## src/rtl/apb_arb_pkg.sv

```systemverilog
// rtl/apb_arb_pkg.sv - shared types and helpers for the APB arbitrating master
package apb_arb_pkg;

  typedef enum logic [1:0] {
    IDLE   = 2'd0,
    SETUP  = 2'd1,
    ACCESS = 2'd2
  } apb_state_e;

  localparam int DEF_ADDR_W = 32;
  localparam int DEF_DATA_W = 32;

  // Counter must be able to hold the value TIMEOUT itself.
  function automatic int tmo_cnt_w(input int timeout);
    return $clog2(timeout + 1);
  endfunction

endpackage

```

## src/rtl/apb_rr_arbiter.sv

```systemverilog
// rtl/apb_rr_arbiter.sv - combinational round-robin grant
// Picks the first requester at or after ptr, wrapping NREQ-1 -> 0.
module apb_rr_arbiter
  import apb_arb_pkg::*;
#(
  parameter int NREQ  = 4,
  parameter int IDX_W = (NREQ > 1) ? $clog2(NREQ) : 1
) (
  input  logic [NREQ-1:0]  req,
  input  logic [IDX_W-1:0] ptr,
  output logic [NREQ-1:0]  grant,
  output logic [IDX_W-1:0] grant_idx,
  output logic             grant_valid
);

  always_comb begin
    int j;
    grant       = '0;
    grant_idx   = '0;
    grant_valid = 1'b0;
    j           = 0;
    for (int k = 0; k < NREQ; k++) begin
      j = int'(ptr) + k;
      if (j >= NREQ) j = j - NREQ;
      if (!grant_valid && req[j]) begin
        grant_valid = 1'b1;
        grant_idx   = IDX_W'(j);
      end
    end
    if (grant_valid) grant[grant_idx] = 1'b1;
  end

endmodule

```

## src/rtl/apb_arb_master.sv

```systemverilog
// rtl/apb_arb_master.sv - round-robin arbitrating APB master for NREQ requesters
// Optional ACCESS-phase timeout abort built when APB_TIMEOUT_EN is defined.
module apb_arb_master
  import apb_arb_pkg::*;
#(
  parameter int NREQ    = 4,
  parameter int ADDR_W  = DEF_ADDR_W,
  parameter int DATA_W  = DEF_DATA_W,
  parameter int TIMEOUT = 64
) (
  input  logic                   PCLK,
  input  logic                   PRESETn,
  input  logic [NREQ-1:0]        req,
  input  logic [NREQ-1:0]        req_write,
  input  logic [NREQ*ADDR_W-1:0] req_addr,
  input  logic [NREQ*DATA_W-1:0] req_wdata,
  output logic [NREQ-1:0]        done,
  output logic [DATA_W-1:0]      rdata,
  output logic                   err,
  output logic                   PSEL,
  output logic                   PENABLE,
  output logic                   PWRITE,
  output logic [ADDR_W-1:0]      PADDR,
  output logic [DATA_W-1:0]      PWDATA,
  input  logic [DATA_W-1:0]      PRDATA,
  input  logic                   PREADY
);

  localparam int IDX_W = (NREQ > 1) ? $clog2(NREQ) : 1;

  apb_state_e        state, state_d;
  logic [IDX_W-1:0]  ptr, ptr_d;
  logic [IDX_W-1:0]  gidx, gidx_d;
  logic [NREQ-1:0]   gnt_q, gnt_d;
  logic [IDX_W-1:0]  gidx_next;

  logic              psel_d, penable_d, pwrite_d, err_d;
  logic [ADDR_W-1:0] paddr_d;
  logic [DATA_W-1:0] pwdata_d, rdata_d;
  logic [NREQ-1:0]   done_d;

  logic [NREQ-1:0]   arb_grant;
  logic [IDX_W-1:0]  arb_idx;
  logic              arb_valid;

  apb_rr_arbiter #(
    .NREQ  (NREQ),
    .IDX_W (IDX_W)
  ) u_arb (
    .req         (req),
    .ptr         (ptr),
    .grant       (arb_grant),
    .grant_idx   (arb_idx),
    .grant_valid (arb_valid)
  );

  assign gidx_next = (gidx == IDX_W'(NREQ - 1)) ? '0 : gidx + IDX_W'(1);

`ifdef APB_TIMEOUT_EN
  localparam int TMO_W = tmo_cnt_w(TIMEOUT);
  logic [TMO_W-1:0] tmo_cnt, tmo_cnt_d;
  logic             tmo_hit;
  // Fires on the TIMEOUT-th ACCESS cycle without PREADY.
  assign tmo_hit = (tmo_cnt == TMO_W'(TIMEOUT - 1));
`endif

  always_comb begin
    state_d   = state;
    ptr_d     = ptr;
    gidx_d    = gidx;
    gnt_d     = gnt_q;
    psel_d    = PSEL;
    penable_d = PENABLE;
    pwrite_d  = PWRITE;
    paddr_d   = PADDR;
    pwdata_d  = PWDATA;
    rdata_d   = rdata;
    done_d    = '0;
    err_d     = 1'b0;
`ifdef APB_TIMEOUT_EN
    tmo_cnt_d = tmo_cnt;
`endif

    case (state)
      IDLE: begin
        psel_d    = 1'b0;
        penable_d = 1'b0;
        if (arb_valid) begin
          gidx_d   = arb_idx;
          gnt_d    = arb_grant;
          pwrite_d = req_write[arb_idx];
          paddr_d  = req_addr[int'(arb_idx)*ADDR_W +: ADDR_W];
          pwdata_d = req_wdata[int'(arb_idx)*DATA_W +: DATA_W];
          psel_d   = 1'b1;
          state_d  = SETUP;
`ifdef APB_TIMEOUT_EN
          tmo_cnt_d = '0;
`endif
        end
      end

      SETUP: begin
        penable_d = 1'b1;
        state_d   = ACCESS;
      end

      ACCESS: begin
        if (PREADY) begin
          psel_d    = 1'b0;
          penable_d = 1'b0;
          done_d    = gnt_q;
          if (!PWRITE) rdata_d = PRDATA;
          ptr_d     = gidx_next;
          state_d   = IDLE;
        end
`ifdef APB_TIMEOUT_EN
        else if (tmo_hit) begin
          psel_d    = 1'b0;
          penable_d = 1'b0;
          done_d    = gnt_q;
          err_d     = 1'b1;
          ptr_d     = gidx_next;
          state_d   = IDLE;
        end else begin
          tmo_cnt_d = tmo_cnt + TMO_W'(1);
        end
`endif
      end

      default: begin
        psel_d    = 1'b0;
        penable_d = 1'b0;
        state_d   = IDLE;
      end
    endcase
  end

  always_ff @(posedge PCLK or negedge PRESETn) begin
    if (!PRESETn) begin
      state   <= IDLE;
      ptr     <= '0;
      gidx    <= '0;
      gnt_q   <= '0;
      PSEL    <= 1'b0;
      PENABLE <= 1'b0;
      PWRITE  <= 1'b0;
      PADDR   <= '0;
      PWDATA  <= '0;
      rdata   <= '0;
      done    <= '0;
      err     <= 1'b0;
    end else begin
      state   <= state_d;
      ptr     <= ptr_d;
      gidx    <= gidx_d;
      gnt_q   <= gnt_d;
      PSEL    <= psel_d;
      PENABLE <= penable_d;
      PWRITE  <= pwrite_d;
      PADDR   <= paddr_d;
      PWDATA  <= pwdata_d;
      rdata   <= rdata_d;
      done    <= done_d;
      err     <= err_d;
    end
  end

`ifdef APB_TIMEOUT_EN
  always_ff @(posedge PCLK or negedge PRESETn) begin
    if (!PRESETn) tmo_cnt <= '0;
    else          tmo_cnt <= tmo_cnt_d;
  end
`endif

endmodule

```

## config.mk

```make
export PLATFORM = sky130hd
export DESIGN_NAME = apb_arb_master
export DESIGN_NICKNAME = d
export VERILOG_FILES = /design/src/rtl/apb_arb_pkg.sv /design/src/rtl/apb_rr_arbiter.sv /design/src/rtl/apb_arb_master.sv
export SDC_FILE = /design/constraint.sdc
export NUM_CORES = 1
export LEC_CHECK = 0
export CORE_AREA = 2 2 155 157
export CTS_BUF_LIST = sky130_fd_sc_hd__clkbuf_8
export DETAILED_ROUTE_END_ITERATION = 10
export DIE_AREA = 0 0 157 159
export HOLD_SLACK_MARGIN = 0.15
export PLACE_DENSITY = 0.74
export SLEW_MARGIN = 15
export SYNTH_ARGS = -nofsm -noshare
export SYNTH_HDL_FRONTEND = slang
export SYNTH_HIERARCHICAL = 1
export SYNTH_SLANG_ARGS = --single-unit
```

## constraint.sdc

```tcl
create_clock -name PCLK -period 3.3 [get_ports PCLK]
set_input_delay 0.66 -clock PCLK [delete_from_list [all_inputs] [get_ports PCLK]]
set_output_delay 0.66 -clock PCLK [all_outputs]
set_load 0.05 [all_outputs]
```

==> flow_summary.yaml, run 1 <==
sta:
  setup_tns_ps: 0
  rsz0062_at_grt: "false"
  finalWorstSetupSlack_ps: 685
  tightest_slew_ps: 611
  drv_slew: 0
  period_minus_slack_ps: 2610
  period_share_pct: 79.2
  holdWs_ps: 478
  slew_headroom_pct: 59.2
  max_freq_mhz: 382
  hold_viol: 0
  fin_skew_ps: 10.6
  setup_viol: 0
synthesis:
  synthesis.area_mm2: 0.00620
  synth-edff-count: 0
  yosysSeqAreaShare_pct: 45.6
  ys_warn_count: 6
  ys_types: 35
  synth_ff_type: "dfrtp_1"
  async_flop_share_pct: 100
  syn_avg_cell_area_um2: 11.9
  synthesis.nets: 819
  syn_inst: 519
  synth_seq_cells: 113
status:
  status: "finished, final reports clean"
min_path:
  worstHoldStart: "gnt_q[3]$_DFFE_PN0P_"
  hold_class: "reg -> reg"
  hold_path_end: "gnt_q[3]$_DFFE_PN0P_"
  min_path_cells: 2
route:
  ant_nets: 0
  route.detailed.drc: 0
  post_drt_wl_per_cell_um: 18.6
  routed_wirelength_um: 23200
  dr.first_iter.drc_count: 276
  via_per_inst: 4.66
  dr.pass1.iters: 5
  vias: 5809
power:
  ir_worst_vdd_uv: 630
  leakage_uw: 0.00457
  power_density_mw_per_mm2: 954
clock_tree:
  clock_latency_ps: 430
  cts_tree: "done"
  numCtsBuffers: 17
  post-cts-setup-buffers: 0
  cts.sinks: 113
  root_buffer: "clkbuf_8"
  htree_levels: 4
  clock_path_buffers: 2
  clk_pin_slew_ps: 80
global_route:
  grt_start_max_net_pins: 70
  grtUsageTotal_pct: 18.3
  antenna_found_initial: 1
  grt_pass1_wl_um: 35300
  grt_pass1_vias: 6377
  overflow: 0
place:
  place.gp.congestion: 0.804
  port_buffers: 401
  placedCellCount: 1212
  pre_cts_slack_ps: 234
  place_hpwl_um: 17400
  place_area_mm2: 0.0106
floorplanning:
  row_count: 56
  coreArea_mm2: 0.0232
  die_w_um: 157
  die_h_um: 159
  initial_core_util_pct: 26.7
  ioPinCount: 403
  die-area_mm2: 0.0250
setup_path:
  critical_path_class: "in -> reg"
  crit_slowest_cell: "clkdlybuf4s50_1"
  crit_chain: "clkdlybuf4s50_1, a21oi_1, o21ai_0, o2bb2a_4, buf_12, mux2i_1, o221ai_1"
  cp.buffers_inverters: 2
  r2r-start: "ptr[1]$_DFFE_PN0P_"
  cp_top_family: "buffers and inverters"
  worstSetupEndpointType: "flip-flop"
  cp_max_fo: 69
  max_stage_delay_ps: 570
  rr_endpoint: "PWDATA[22]$_DFFE_PN0P_"
  r2r_cells: 6
  arrival_ps: 2900
  startpoint_type: "input port"
  cp.required_ps: 3580
  rrSetupSlack_ps: 990
finish:
  final_area_mm2: 0.0110
  nFillCells: 2100
  stdcell_count: 1246
  final_cell_mix: "clkdlybuf4s50_1 (400), mux2i_1 (131), dfrtp_1 (113)"
  drive_gt1_share_pct: 14.3
  syn_to_final_growth_pct: 78.2
  finalNetCount: 1213
  register_area_mm2: 0.00283
  multi_input_area_mm2: 0.00311
  layout_commonest_cell: "clkdlybuf4s50_1"
job:
  cap_violations: 0
-- cell families (layout without fill, tap and decap cells) --
family	Yosys count	after routing	synth area share, %
muxes	164	164	27.2
DFF	113	113	45.6
and+or+nand+nor	104	104	6.99
AOI/OAI and AO/OA	85	85	15.4
buffers and inverters	51	458	4.54
adders and majority gates	1	1	0.202
other	1	2	0.0605
-- area by class of cell --
cell class | instances | area share, %
Sequential cell | 113 | 25.6
Multi-Input combinational cell | 355 | 28.2
Clock inverter | 15 | 1.77
Antenna cell | 1 | 0.0227
Tap cell | 319 | 3.62
Inverter | 6 | 0.249
Clock buffer | 17 | 2.12
Timing Repair Buffer | 420 | 38.4
-- through the flow --
stage	util [%]	power, µW
2_1_floorplan	-	6820
3_3_place_gp	45.7	9070
3_5_place_dp	45.7	9150
4_1_cts	47.6	10700
5_1_grt	47.6	11100
6_report	47.6	10500
-- how the worst max path moves through the flow --
| stage | from | to | slack, ps | cells past startpoint |
|---|---|---|---|---|
| 2_1_floorplan | req[0] | PADDR[0]$_DFFE_PN0P_ | 910 | 9 |
| 3_3_place_gp | req[0] | PWDATA[22]$_DFFE_PN0P_ | 330 | 7 |
| 3_5_place_dp | req[0] | PWDATA[22]$_DFFE_PN0P_ | 230 | 7 |
| 4_1_cts | req[0] | PWDATA[22]$_DFFE_PN0P_ | 710 | 7 |
| 5_1_grt | req[0] | PWDATA[22]$_DFFE_PN0P_ | 610 | 7 |
| 6_report | req[0] | PWDATA[22]$_DFFE_PN0P_ | 690 | 7 |
-- tightest hold or removal path: stages (launching register included) --
cell and delay, ps:
dfrtp_1 350, nand2_1 50, nand2_1 50
-- what timing repair did --
item                                   CTS  global route
endpoints found under the hold margin   23             0
gates resized for setup                  0             0
hold buffers                             1             0
setup endpoints to repair                0             0
-- synth_stat cells (2+ instances only) --
cell      number  area (µm²)
mux2i_1      131        1310
dfrtp_1      113        2830
nand2_1       84         315
o221ai_2      39         586
mux2_2        33         372
o221ai_1      26         228
clkbuf_1      18        67.6
buf_2         13        65.1
buf_6          8        90.1
nor2_1         7        26.3
a21oi_1        5        25.0
and2_1         5        31.3
inv_1          5        18.8
o21ai_0        4        20.0
buf_1          3        11.3
nand2b_1       3        18.8
buf_4          2        15.0
o221a_2        2        22.5
o31ai_1        2        15.0
-- layer usage --
metal  share of wire, %  global-route usage, %
met1                 40                   20.9
met2                 49                   32.0
met3                9.0                   6.48
met4                2.0                   5.59
met5                  0                      0
-- power breakdown --
part	total [µW]	internal (µW)	switching [µW]
Clock	1470	772	700
Sequential	2480	2060	414
Combinational	6580	2580	4010
-- registers in the layout, indices dropped and copies added (netlist names) --
signal	cells
PWDATA	32
PSEL	1
gnt_q	4
ptr	2
gidx	2
state	2
PWRITE	1
PENABLE	1
PADDR	32
done	4
rdata	32
Power figures use the tool's default switching activity.
==> inputs of run 2 (changes only) <==
Settings changed: PLACE_DENSITY 0.74 to 0.77.
Clock period 3.3 ns to 2.2 ns, I/O delays scaled along.
==> flow_summary.yaml, run 2 (synthesis results as in run 1) <==
finish:
  finalNetCount: 1242
  diodes: 0
  syn_to_final_growth_pct: 83.3
  final_util_pct: 49.0
  drive_gt1_share_pct: 17.0
  final_cell_mix: "clkdlybuf4s50_1 (396), mux2i_1 (131), dfrtp_1 (113)"
  stdcell_count: 1274
  top_regs: "PADDR (32), PWDATA (32), rdata (32)"
  layout_commonest_cell: "clkdlybuf4s50_1"
clock_tree:
  numCtsBuffers: 17
  cts.sinks: 113
  clk_pin_slew_ps: 90
  htree_levels: 4
  root_buffer: "clkbuf_8"
  post-cts-setup-buffers: 0
  cts_tree: "done"
  clock_path_buffers: 2
  clock_latency_ps: 430
floorplanning:
  initial_core_util_pct: 26.7
  ioPinCount: 403
  row_count: 56
  coreArea_mm2: 0.0232
  die_h_um: 159
  die_w_um: 157
  die-area_mm2: 0.0250
setup_path:
  startpoint_type: "flip-flop"
  max_stage_delay_ps: 840
  crit_chain: "clkdlybuf4s50_1"
  worstSetupEndpointType: "output port"
  cp.required_ps: 1760
  crit_slowest_cell: "clkdlybuf4s50_1"
  cp_top_family: "buffers and inverters"
  arrival_ps: 1690
  cp_max_fo: 3
  critical_path_class: "reg -> out"
  cp.buffers_inverters: 1
route:
  ant_nets: 0
  route.detailed.drc: 0
  routed_wirelength_um: 22700
  via_per_inst: 4.64
  dr.pass1.iters: 4
  post_drt_wl_per_cell_um: 17.8
  vias: 5909
  dr.first_iter.drc_count: 231
sta:
  tightest_slew_ps: 581
  rsz0062_at_grt: "false"
  setup_viol: 0
  period_share_pct: 96.7
  max_freq_mhz: 470
  setup_tns_ps: 0
  period_minus_slack_ps: 2130
  slew_headroom_pct: 61.2
  drv_slew: 0
  fin_skew_ps: 11.7
  hold_viol: 0
power:
  leakage_uw: 0.00478
  ir_worst_vdd_uv: 876
  power_uw: 16100
  power_density_mw_per_mm2: 1420
status:
  status: "finished, final reports clean"
job:
  cap_violations: 0
place:
  port_buffers: 401
  placedCellCount: 1241
  place.gp.congestion: 0.818
  place_hpwl_um: 17600
global_route:
  overflow: 0
  antenna_found_initial: 0
  grt_pass1_vias: 6533
  grtUsageTotal_pct: 17.8
  grt_start_max_net_pins: 72
  grt_pass1_wl_um: 34600
min_path:
  hold_class: "reg -> reg"
run 2: changes by cell type in the layout (fill, tap and decap cells not counted):
cell / before / now
buf_4: 12 / 32
diode_2: 1 / 0
inv_8: 2 / 5
buf_12: 7 / 17
clkinv_2: 1 / 0
dlymetal6s2s_1: 0 / 3
clkdlybuf4s50_1: 400 / 396
bufinv_16: 3 / 1
run 2: path summary, 6_finish.rpt:
kind	from	to	slack (ps)	cells after the start
hold / removal	gnt_q[3]$_DFFE_PN0P_	gnt_q[3]$_DFFE_PN0P_	470	2
hold reg to reg	gnt_q[3]$_DFFE_PN0P_	gnt_q[3]$_DFFE_PN0P_	470	2
setup reg to reg	ptr[1]$_DFFE_PN0P_	PWDATA[31]$_DFFE_PN0P_	220	6
min in group asynchronous	PRESETn	rdata[20]$_DFFE_PN0P_	540	2
max in group asynchronous	PRESETn	PWDATA[6]$_DFFE_PN0P_	1040	3
setup / recovery	PWRITE$_DFFE_PN0P_	PWRITE	70	1
run 2: power breakdown:
group	internal, µW	leakage (µW)	switching (µW)
combinational	4220	0.00319	6100
sequential	3100	0.00139	615
clock	954	0.000202	1090
total	8270	0.00478	7810
run 2: layout make-up:
class                      count  area (µm²)
inverter                       6        27.5
clock inverter                15         164
clock buffer                  17         234
fill                        2068       11800
sequential                   113        2830
timing repair buffer         449        4590
tap                          319         399
multi-input combinational    355        3110
run 2: per-stage QoR:
step | hold slack (ps) | cell area (µm²) | worst slack, ps
finish | 472 | 11400 | 73.1
global route | 498 | 11400 | 1.63
CTS | 476 | 11300 | 16.8
global placement | 451 | 10900 | -217
detailed placement | 455 | 10900 | -256
floorplan | 144 | 6200 | 28.5
run 2: timing repair:
| item | CTS | global route |
|---|---|---|
| resized for setup | 0 | 3 |
| setup endpoints to repair | 0 | 3 |
| endpoints found under the hold margin | 33 | 0 |
| hold buffers | 1 | 0 |
run 2: metal layers:
layer  global-route usage, %  routed length, µm
met5                       0                  0
met4                    4.75                359
met3                    5.66               2120
met2                    31.8              11500
met1                    20.2               8720
